File: config.mk
export PLATFORM = sky130hd
export DESIGN_NAME = screen_draw_ctrl
export DESIGN_NICKNAME = d
export VERILOG_FILES = /design/src/rtl/screen_draw_pkg.sv /design/src/rtl/raster_scan_counter.sv /design/src/rtl/screen_draw_ctrl.sv
export SDC_FILE = /design/constraint.sdc
export NUM_CORES = 1
export LEC_CHECK = 0
export BUFFER_PORTS_ARGS = -buffer_cell sky130_fd_sc_hd__buf_2
export CORE_ASPECT_RATIO = 0.9
export CORE_MARGIN = 5
export CORE_UTILIZATION = 55
export DETAILED_ROUTE_END_ITERATION = 16
export MAX_ROUTING_LAYER = met4
export PLACE_DENSITY = 0.9
export SYNTH_ARGS = -nofsm -noshare
export SYNTH_HDL_FRONTEND = slang
export SYNTH_SLANG_ARGS = --single-unit
export TNS_END_PERCENT = 30
File: constraint.sdc
create_clock -name clock -period 3.91 [get_ports clock]
set_clock_uncertainty 0.2 [all_clocks]
set_input_delay 0.391 -clock clock [delete_from_list [all_inputs] [get_ports clock]]
set_output_delay 0.391 -clock clock [all_outputs]
set_load 0.1 [all_outputs]
File: src/rtl/screen_draw_pkg.sv
// rtl/screen_draw_pkg.sv - shared state encoding and default screen geometry for the screen drawer
package screen_draw_pkg;

    localparam int DEF_SCREEN_W = 160;
    localparam int DEF_SCREEN_H = 120;
    localparam int DEF_ADDR_W   = 15;
    localparam int DEF_COLOUR_W = 3;
    localparam int DEF_X_W      = 8;
    localparam int DEF_Y_W      = 7;

    localparam int FRAME_PIXELS = DEF_SCREEN_W * DEF_SCREEN_H;

    typedef enum logic [1:0] {
        ST_IDLE  = 2'd0,
        ST_READ  = 2'd1,
        ST_FLUSH = 2'd2,
        ST_DONE  = 2'd3
    } draw_state_t;

endpackage

File: src/rtl/raster_scan_counter.sv
// rtl/raster_scan_counter.sv - raster-order x/y/linear-address counter with last-pixel flag
//
// Ports:
//   clock, reset : rising-edge clock, synchronous active-high reset
//   clear        : force x, y and addr back to the origin
//   advance      : step one pixel in raster order
//   x, y, addr   : current pixel coordinate and its linear address
//   last         : current pixel is the bottom-right one
module raster_scan_counter
    import screen_draw_pkg::*;
#(
    parameter int WIDTH  = DEF_SCREEN_W,
    parameter int HEIGHT = DEF_SCREEN_H,
    parameter int X_W    = DEF_X_W,
    parameter int Y_W    = DEF_Y_W,
    parameter int ADDR_W = DEF_ADDR_W
) (
    input  logic              clock,
    input  logic              reset,
    input  logic              clear,
    input  logic              advance,
    output logic [X_W-1:0]    x,
    output logic [Y_W-1:0]    y,
    output logic [ADDR_W-1:0] addr,
    output logic              last
);

    localparam logic [X_W-1:0] X_LAST = X_W'(WIDTH - 1);
    localparam logic [Y_W-1:0] Y_LAST = Y_W'(HEIGHT - 1);

    logic row_end;

    assign row_end = (x == X_LAST);
    assign last    = row_end && (y == Y_LAST);

    // addr runs alongside x/y so the linear address never needs y*WIDTH+x.
    // Stepping past the last pixel returns to the origin, ready for reuse.
    always_ff @(posedge clock) begin
        if (reset || clear) begin
            x    <= '0;
            y    <= '0;
            addr <= '0;
        end else if (advance) begin
            if (last) begin
                x    <= '0;
                y    <= '0;
                addr <= '0;
            end else begin
                addr <= addr + 1'b1;
                if (row_end) begin
                    x <= '0;
                    y <= y + 1'b1;
                end else begin
                    x <= x + 1'b1;
                end
            end
        end
    end

endmodule

File: src/rtl/screen_draw_ctrl.sv
// rtl/screen_draw_ctrl.sv - streams a full-screen image ROM onto the VGA pixel-plot interface
//
// Ports:
//   clock, reset          : rising-edge clock, synchronous active-high reset
//   start, img_sel, abort : frame request, image select (latched at start), cancel
//   transp_en, transp_key : skip pixels whose colour equals the key (latched at start)
//   rom_address, rom_sel  : address to both ROMs, latched image select
//   rom_q                 : selected ROM data, one cycle behind rom_address
//   vga_x, vga_y          : plot coordinate
//   vga_colour, vga_plot  : plot colour and write enable
//   busy, done            : frame in progress, one-cycle completion pulse
module screen_draw_ctrl
    import screen_draw_pkg::*;
#(
    parameter int SCREEN_W = DEF_SCREEN_W,
    parameter int SCREEN_H = DEF_SCREEN_H,
    parameter int ADDR_W   = DEF_ADDR_W,
    parameter int COLOUR_W = DEF_COLOUR_W,
    parameter int X_W      = DEF_X_W,
    parameter int Y_W      = DEF_Y_W
) (
    input  logic                clock,
    input  logic                reset,
    input  logic                start,
    input  logic                img_sel,
    input  logic                abort,
    input  logic                transp_en,
    input  logic [COLOUR_W-1:0] transp_key,
    output logic [ADDR_W-1:0]   rom_address,
    output logic                rom_sel,
    input  logic [COLOUR_W-1:0] rom_q,
    output logic [X_W-1:0]      vga_x,
    output logic [Y_W-1:0]      vga_y,
    output logic [COLOUR_W-1:0] vga_colour,
    output logic                vga_plot,
    output logic                busy,
    output logic                done
);

    draw_state_t state, state_next;

    logic                accept;
    logic                scan_advance;
    logic [X_W-1:0]      scan_x;
    logic [Y_W-1:0]      scan_y;
    logic [ADDR_W-1:0]   scan_addr;
    logic                scan_last;

    logic                pipe_valid;
    logic                transp_en_l;
    logic [COLOUR_W-1:0] transp_key_l;

    assign accept       = (state == ST_IDLE) && start;
    assign scan_advance = (state == ST_READ);

    raster_scan_counter #(
        .WIDTH  (SCREEN_W),
        .HEIGHT (SCREEN_H),
        .X_W    (X_W),
        .Y_W    (Y_W),
        .ADDR_W (ADDR_W)
    ) u_scan (
        .clock   (clock),
        .reset   (reset),
        .clear   (accept),
        .advance (scan_advance),
        .x       (scan_x),
        .y       (scan_y),
        .addr    (scan_addr),
        .last    (scan_last)
    );

    always_ff @(posedge clock) begin
        if (reset) begin
            state <= ST_IDLE;
        end else begin
            state <= state_next;
        end
    end

    // Start beats a coincident abort because abort is only looked at once busy.
    always_comb begin
        state_next = state;
        case (state)
            ST_IDLE: begin
                if (start) begin
                    state_next = ST_READ;
                end
            end
            ST_READ: begin
                if (abort) begin
                    state_next = ST_IDLE;
                end else if (scan_last) begin
                    state_next = ST_FLUSH;
                end
            end
            ST_FLUSH: begin
                if (abort) begin
                    state_next = ST_IDLE;
                end else begin
                    state_next = ST_DONE;
                end
            end
            ST_DONE: begin
                state_next = ST_IDLE;
            end
            default: begin
                state_next = ST_IDLE;
            end
        endcase
    end

    // Address is parked at 0 outside the scan so it can never run past the frame.
    assign rom_address = (state == ST_READ) ? scan_addr : '0;
    assign busy        = (state != ST_IDLE);
    assign done        = (state == ST_DONE);

    always_ff @(posedge clock) begin
        if (reset) begin
            rom_sel      <= 1'b0;
            transp_en_l  <= 1'b0;
            transp_key_l <= '0;
        end else if (accept) begin
            rom_sel      <= img_sel;
            transp_en_l  <= transp_en;
            transp_key_l <= transp_key;
        end
    end

    // One-cycle stage aligning the coordinate with the ROM's read latency.
    // Abort only clears the next valid; a plot already in the stage still shows.
    always_ff @(posedge clock) begin
        if (reset) begin
            pipe_valid <= 1'b0;
            vga_x      <= '0;
            vga_y      <= '0;
        end else begin
            pipe_valid <= (state == ST_READ) && !abort;
            if (state == ST_READ) begin
                vga_x <= scan_x;
                vga_y <= scan_y;
            end
        end
    end

    assign vga_colour = rom_q;
    assign vga_plot   = pipe_valid && !(transp_en_l && (rom_q == transp_key_l));

endmodule
Yosys cells after proc, flatten, opt, wreduce, memory -nomap -nowiden:

Index checks and enable logic that the tools add are counted.

* flip-flop bits (word level): 53

* equal/unequal tests: 8
* reductions and logical operators: 13
* add/subtract/negate cells: 3
* multiplexer cells: 11

Operators by type and width (count)
* two-way mux 15 bit: 2
* two-way mux 8 bit: 2
* adder 15 x 1 -> 15 bit (second input constant): 1
* two-way mux 7 bit: 2
* adder 8 x 1 -> 8 bit (second input constant): 1
* == test 8 bit (second input constant): 1
* two-way mux 2 bit: 4
* case mux 2 bit (4 select lines): 1
* adder 7 x 1 -> 7 bit (second input constant): 1
* == test 7 bit (second input constant): 1
* logical AND 1 bit: 5
* == test 2 bit (second input constant): 2
* AND reduction 2 bit: 2
* nonzero test 2 bit: 2
* == test 3 bit: 1
* != test 3 x 2 -> 1 bit (second input constant): 1
* == test 2 x 1 -> 1 bit (second input constant): 1
* zero test 1 bit: 2
* zero test 2 bit: 1
* != test 2 bit (second input constant): 1
* logical OR 1 bit: 1

Logic depth before layout (Yosys ltp):

Gate-level depths: netlist of the first run.

* depth after elaboration: 5
* mapped depth: 7
* mapped depth without buffers: 5

Modules after synthesis:

From an unflattened synthesis of the first run, not the netlist that was laid out.

* cell total of the unflattened synthesis: 276
* area total of the unflattened synthesis: 2397.3 µm²

By module, submodules not included
* raster_scan_counter: times used 1, area each 1388.8 µm², seq. area each 600.6 µm², cells an instance 154
* screen_draw_ctrl: times used 1, area each 1008.5 µm², seq. area each 460.4 µm², cells an instance 122

Worst setup path before layout of the first run:

OpenSTA, ideal clock, no wires.

* kind: reg2out
* from: register state[1]
* to: output rom_address[10]
* required time: 3.319 ns
* setup slack: 1.070 ns
* buffers on the path: 3
* stages on the path, launching flop included: 6
* data arrival time: 2.249 ns
* cell sequence: dfxtp_1 buf_2 nand2b_4 clkbuf_1 clkbuf_1 nor2_1

* word-level cells in the longest chain between the ends: 2

Ends and longest elaborated chain
* from (decl): RTL line screen_draw_ctrl.sv:40 `draw_state_t state, state_next;`
* from (signal assigned): RTL line screen_draw_ctrl.sv:77 `state <= state_next;`
* == test 2 x 1 -> 1 bit: RTL line screen_draw_ctrl.sv:114 `assign rom_address = (state == ST_READ) ? scan_addr : '0;`
* two-way mux 15 bit: RTL line screen_draw_ctrl.sv:114
* to (decl): RTL line screen_draw_ctrl.sv:29 `output logic [ADDR_W-1:0] rom_address,`

No other way between the ends.

Worst setup path in the final report of the first run:

* from: register state[0]
* to: register u_scan.addr[3]

* word-level cells in the longest chain between the ends: 3
* elaborated cells between the ends (all ways): 4
* those cells by class: eq/ne: 1; reduce/logical: 3

Ends and longest elaborated chain
* zero test 2 bit: RTL line screen_draw_ctrl.sv:53 `assign accept = (state == ST_IDLE) && start;`
* logical AND 1 bit: RTL line screen_draw_ctrl.sv:53
* logical OR 1 bit: RTL line raster_scan_counter.sv:39 `if (reset || clear) begin`
* to (signal assigned): RTL line raster_scan_counter.sv:49 `addr <= addr + 1'b1;`
* to (decl): RTL line raster_scan_counter.sv:24 `output logic [ADDR_W-1:0] addr,`

Parallel ways exist; a longest one is shown, timed or not.
A chain may end at the register's enable or synchronous reset.

==> results of run 1 <==
synth_stat cells, drive strengths merged, types with 2 or more instances:
| master | number |
|---|---|
| a21oi | 25 |
| inv | 4 |
| nand4 | 9 |
| and2 | 14 |
| nand3b | 2 |
| or3 | 4 |
| ha | 3 |
| nor3b | 2 |
| nor2 | 31 |
| buf | 8 |
| o31ai | 2 |
| clkbuf | 11 |
| dfxtp | 53 |
| or2 | 2 |
| mux2i | 7 |
| nor4 | 5 |
| xnor2 | 13 |
| nand2b | 2 |
| nand3 | 8 |
| nor3 | 4 |
| xor2 | 11 |
| nand2 | 48 |
| o21ai | 3 |
| and3 | 3 |
| or4 | 3 |
cells in the final DEF (no fill, tap or decap), types with 8 or more instances in the layout:
master   Yosys  routed
dfxtp_1     53      53
nand2_1     48      48
buf_2        5      48
nor2_1      31      31
a21oi_1     25      25
and2_1      13      13
xnor2_1     13      13
xor2_1      11      11
nand4_1      8       8
layer usage:
layer	GRT usage, %	share of wire [%]	wire (um)
met4	3.38	0.58	29
met2	31.3	48	2430
met3	3.95	5.2	263
met5	-	0	0
met1	22.5	46	2310
logic make-up (layout without fill, tap and decap cells):
logic type	count (synthesis)	count (layout)	synth area share, %
flops	53	53	44.0
mux	7	7	2.90
xor+xnor	24	24	8.71
buf+inv	23	61	4.30
fa+ha+maj	3	3	1.56
simple gates	142	142	30.7
compound gates	34	34	7.88
worst max-delay path: cells and delay by family, from the launching register on:
family,cells,cell delay (ns)
AOI/OAI and AO/OA,1,0.65
buffers and inverters,1,0.37
DFF,1,0.54
and+or+nand+nor,3,0.77
path summary, 6_finish.rpt:
| check | cells after the start | endpoint | slack, ns | start |
|---|---|---|---|---|
| hold reg to reg | 2 | vga_x[2] | 0.25 | vga_x[2] |
| hold / removal | 2 | pipe_valid | 0.13 | abort |
| setup reg to reg | 5 | u_scan.addr[3] | 1.24 | state[0] |
| setup / recovery | 5 | u_scan.addr[3] | 1.24 | state[0] |
power groups by stage:
stage          registers [mW]  logic (mW)  clock network [mW]
6_report                0.555       0.102               0.327
3_5_place_dp            0.567       0.102                   0
2_1_floorplan           0.570      0.0820                   0
5_1_grt                 0.556       0.110               0.354
4_1_cts                 0.555       0.102               0.335
3_3_place_gp            0.567       0.101                   0
flip-flops by register name, indices dropped and copies added, names as in the netlist, 2 cells and up:
register / cells
transp_key_l: 3
u_scan.x: 8
u_scan.addr: 15
vga_x: 8
u_scan.y: 7
state: 2
vga_y: 7
cell type report:
class	instances	area, um2
Inverter	4	15.0
Tap cell	60	75.1
Fill cell	359	1410
Clock inverter	1	5.00
Timing Repair Buffer	49	248
Multi-Input combinational cell	210	1250
Clock buffer	7	96.3
Sequential cell	53	1060
==> run metrics, run 1 <==
Max Cap Viol=0; first-pass GRT wire length=approximately 8400 um; fin crit share=roughly two thirds; largest net degree at the start of global routing=33; Seq pwr share=56.4%; P_sw=0.252 mW; DR vias=2035; Synthesis Warnings=0; core area=~4200 um2; Layout Cells excl Fill=384; slew at the pin with the worst max-slew slack=between 0.7 and 0.8 ns; diode count=0; number of nets with antenna violations after routing=0; status=finished clean; Post-Syn Area per Cell=roughly 8.4 um2; Final Worst Setup Slack=~1.2 ns; CTS Buf Count=5; H-tree depth=2; Root Driver=clkbuf_8; Switching Fraction=25.7%; # Post-CTS Setup Buffers=0; CTS tree=yes; Row Count=22; Total Nets Final=338; Internal=roughly 0.73 mW; P&R area growth vs syn=14.0%; PortBufs=48; # hold bufs at CTS=0; crit path capture type=flip-flop; Area contributors post-synth=dfxtp_1 44%, nand2_1 7.5%, a21oi_1 5.2%; Util after Layout=66.2%; drt drc=0; Clock transition at path regs=0.09 ns; Max IR drop VDD=approximately 0.32 mV; Final setup viols=0; clock sink count=53; final WL=5030 um; Static Leakage=roughly 1.1 nW; Crit path required time=3.87 ns; critical path arrival=2.62 ns; Design Area, Final=2750 um2; post-synth top area cell=dfxtp_1; power consumption=between 0.9 and 1 mW; ys flop type=dfxtp_1; CP startpoint kind=flip-flop; post-CTS sizing=0; wire per inst=13.1 um; Syn Std Cell Area=2410 um2; synthesized instance count=286; Post-DP Area=2650 um2; die area=5810 um2; WHS=0.126 ns; Post-synth EDFFs=0; Max Root-Sink Buffers=2; Die W=79.8 um; drt pass-1 iters=4; crit-path max FO=30; CP max-delay cell=o21ai_2; syn_nets=301; Via density=around 5.3; RSZ-0062 raised after global routing=false; vias in the first global route=roughly 2.0k; FFs w/ async S/R, synth=0%; I/O pins=49; Max stage delay on crit path=0.65 ns; Max Clk Rate=375 MHz; Tightest Hold Check Type=input port to flip-flop; initial antenna violation count=0; ordered cell list for the critical path=nor2b_2, buf_4, nand3_2, o21ai_2, nor2_1; Power Density=358 nW/um2; Fin Setup TNS=0 ns; Final Hold Fails=0; Synth cell types=42; top cell type's share of synthesized area=44.0%; DIE HEIGHT=approximately 73 um; Seq/Total Area, Yosys=44.0%; Initial Util=58.1%; combinational power share=10.3%; Placed Cells incl. Taps=376; GR Overflow Total=0; Initial DRC Count=103; layout cells sized above 1=21.3%; max-slew violation count=0; Detail Placement HPWL=3560 um; Clock Latency Late Sink=~0.29 ns; min cycle time layout=around 2.7 ns; gpl congestion=about 0.86; Worst slew margin=50.9%; Synth Register Bits=53; total track usage=18.3%; WS Path Type=flip-flop to flip-flop; dpl ws=1.26 ns; Clock Power Share=33.3%
Power figures use the tool's default switching activity.
==> inputs of run 2 (changes only) <==
Settings changed: CORE_UTILIZATION 55 to 49, PLACE_DENSITY 0.9 to 0.85.
Clock period 3.91 ns to 2.2 ns, I/O delays scaled along.
==> run metrics, run 2 (same netlist as run 1, synthesis figures left out) <==
top flop regs=u_scan.addr x15, u_scan.x x8, vga_x x8; Static Leakage=approximately 1.2 nW; Tightest Hold Check Type=input port to flip-flop; Worst slew margin=59.5%; Clock transition at path regs=0.09 ns; final WL=between 5000 and 6000 um; Detail Placement HPWL=around 4000 um; Reg with most FFs=u_scan.addr; Max IR drop VDD=0.316 mV; slew at the pin with the worst max-slew slack=0.604 ns; Via density=5.29; multi-input logic area=between 1000 and 1500 um2; Switching Fraction=26.3%; Die W=84.0 um; max reg flops=15; clock sink count=53; DIE HEIGHT=76.6 um; Internal=between 1 and 1.5 mW; total track usage=between 15 and 20%; Power Density=563 nW/um2; FF+latch area=between 1000 and 1500 um2; routed length on met1=2410 um; Clock Power Share=a little under a third; gpl congestion=0.938; Critical Path Source=state[1]; WS Path Type=flip-flop to output pin; power consumption=between 1.5 and 2 mW; routed wl met2=2710 um; Final Hold Fails=0; Row Count=24; Clock Latency Late Sink=~0.31 ns; Max Root-Sink Buffers=2; CTS Buf Count=5; fin crit share=a little over nine tenths; fill cell total of the finished layout=417; number of nets with antenna violations after routing=0; P&R area growth vs syn=28.8%; min cycle time layout=just over 2 ns; P_sw=0.460 mW; Initial Util=50.2%; CP startpoint kind=flip-flop; most frequent cells in the layout=51 x dfxtp_1, 48 x nand2_1, 35 x buf_2, 29 x nor2_1, 25 x a21oi_1; first-pass GRT wire length=9320 um; Critical Path Sink=rom_address[10]; Crit path required time=1.78 ns; top sig layer=met4; max-slew violation count=0; Post-DP Area=2950 um2; drt drc=0; GR Overflow Total=0; Design Area, Final=3110 um2; crit path capture type=output pin; dpl ws=approximately 0.11 ns; RR Startpoint=u_scan.x[0]; Max Cap Viol=0; DR vias=2130; Fin Setup TNS=0 ns; layout cells sized above 1=24.3%; PortBufs=48; I/O pins=49; RSZ-0062 raised after global routing=false; initial antenna violation count=0; combinational power share=12.5%; WL met3=approximately 270 um; drt pass-1 iters=4; RR Endpoint=state[1]; diode count=0; Max Clk Rate=481 MHz; Final Worst Setup Slack=between 0.1 and 0.15 ns; Total Nets Final=approximately 350; FF-to-FF path depth=4; wire per inst=13.5 um; die area=6430 um2; critical path arrival=roughly 1.7 ns; crit-path max FO=31; CTS tree=yes; H-tree depth=2; status=finished clean; Util after Layout=64.7%; vias in the first global route=~2.1k; Seq pwr share=between 50 and 60%; Initial DRC Count=98; r2r setup slk=0.17 ns; commonest non-fill, non-tap cell in the layout=dfxtp_1; core area=between 4000 and 5000 um2; largest net degree at the start of global routing=32; Final setup viols=0; Root Driver=clkbuf_8
## run 2: cell types whose count changed in the layout (fill, tap and decap cells not counted), moves of 2 or more
cell,previous run,this run
nor2_1,31,29
dlygate4sd3_1,0,6
buf_2,48,35
dfxtp_2,0,2
buf_4,1,9
dfxtp_1,53,51
buf_12,0,14
## run 2: power by group through the flow
stage                     logic [mW]  clock network [mW]  registers [mW]
after global routing           0.236               0.601           0.989
final                          0.218               0.545           0.987
after CTS                      0.216               0.553           0.986
after floorplan                0.148                   0            1.01
after detailed placement       0.206                   0            1.01
after global placement         0.202                   0            1.01
## run 2: through the flow
step                std cells  hold slack, ns
floorplan                 286          0.0993
global placement          390           0.241
detailed placement        390           0.245
CTS                       403          0.0794
global route              403          0.0933
finish                    403          0.0766
## run 2: cell type report
type | count | area share (%)
timing repair buffer | 64 | 18.8
inverter | 4 | 0.483
clock buffer | 7 | 2.78
sequential | 53 | 34.2
tap | 65 | 2.62
multi-input combinational | 210 | 41.2
## run 2: layer usage
layer / vias up / global-route usage, %
met5: - / -
met4: 0 / 3.86
met3: 6 / 4.54
met2: 49 / 30.5
met1: 1007 / 21.0
li1: 1068 / -
## run 2: how the worst min path moves through the flow
stage	start	end	slack [ns]	depth (start not counted)
2_1_floorplan	abort	pipe_valid	0.1	1
3_3_place_gp	abort	pipe_valid	0.24	2
3_5_place_dp	vga_y[4]	vga_y[4]	0.24	2
4_1_cts	reset	u_scan.addr[1]	0.08	3
5_1_grt	reset	u_scan.addr[1]	0.09	3
6_report	reset	u_scan.addr[1]	0.08	3
## run 2: timing repair
item	4_1_cts	5_1_grt
setup endpoints to repair	13	16
gates resized for setup	1	4
hold buffers	6	0
endpoints found under the hold margin	7	0
setup buffers	0	0
## run 2: critical path, stage by stage (launching register included)
cell and delay, ns:
dfxtp_2 0.39, nand2b_4 0.16, buf_4 0.25, nor2_2 0.12, buf_2 0.43
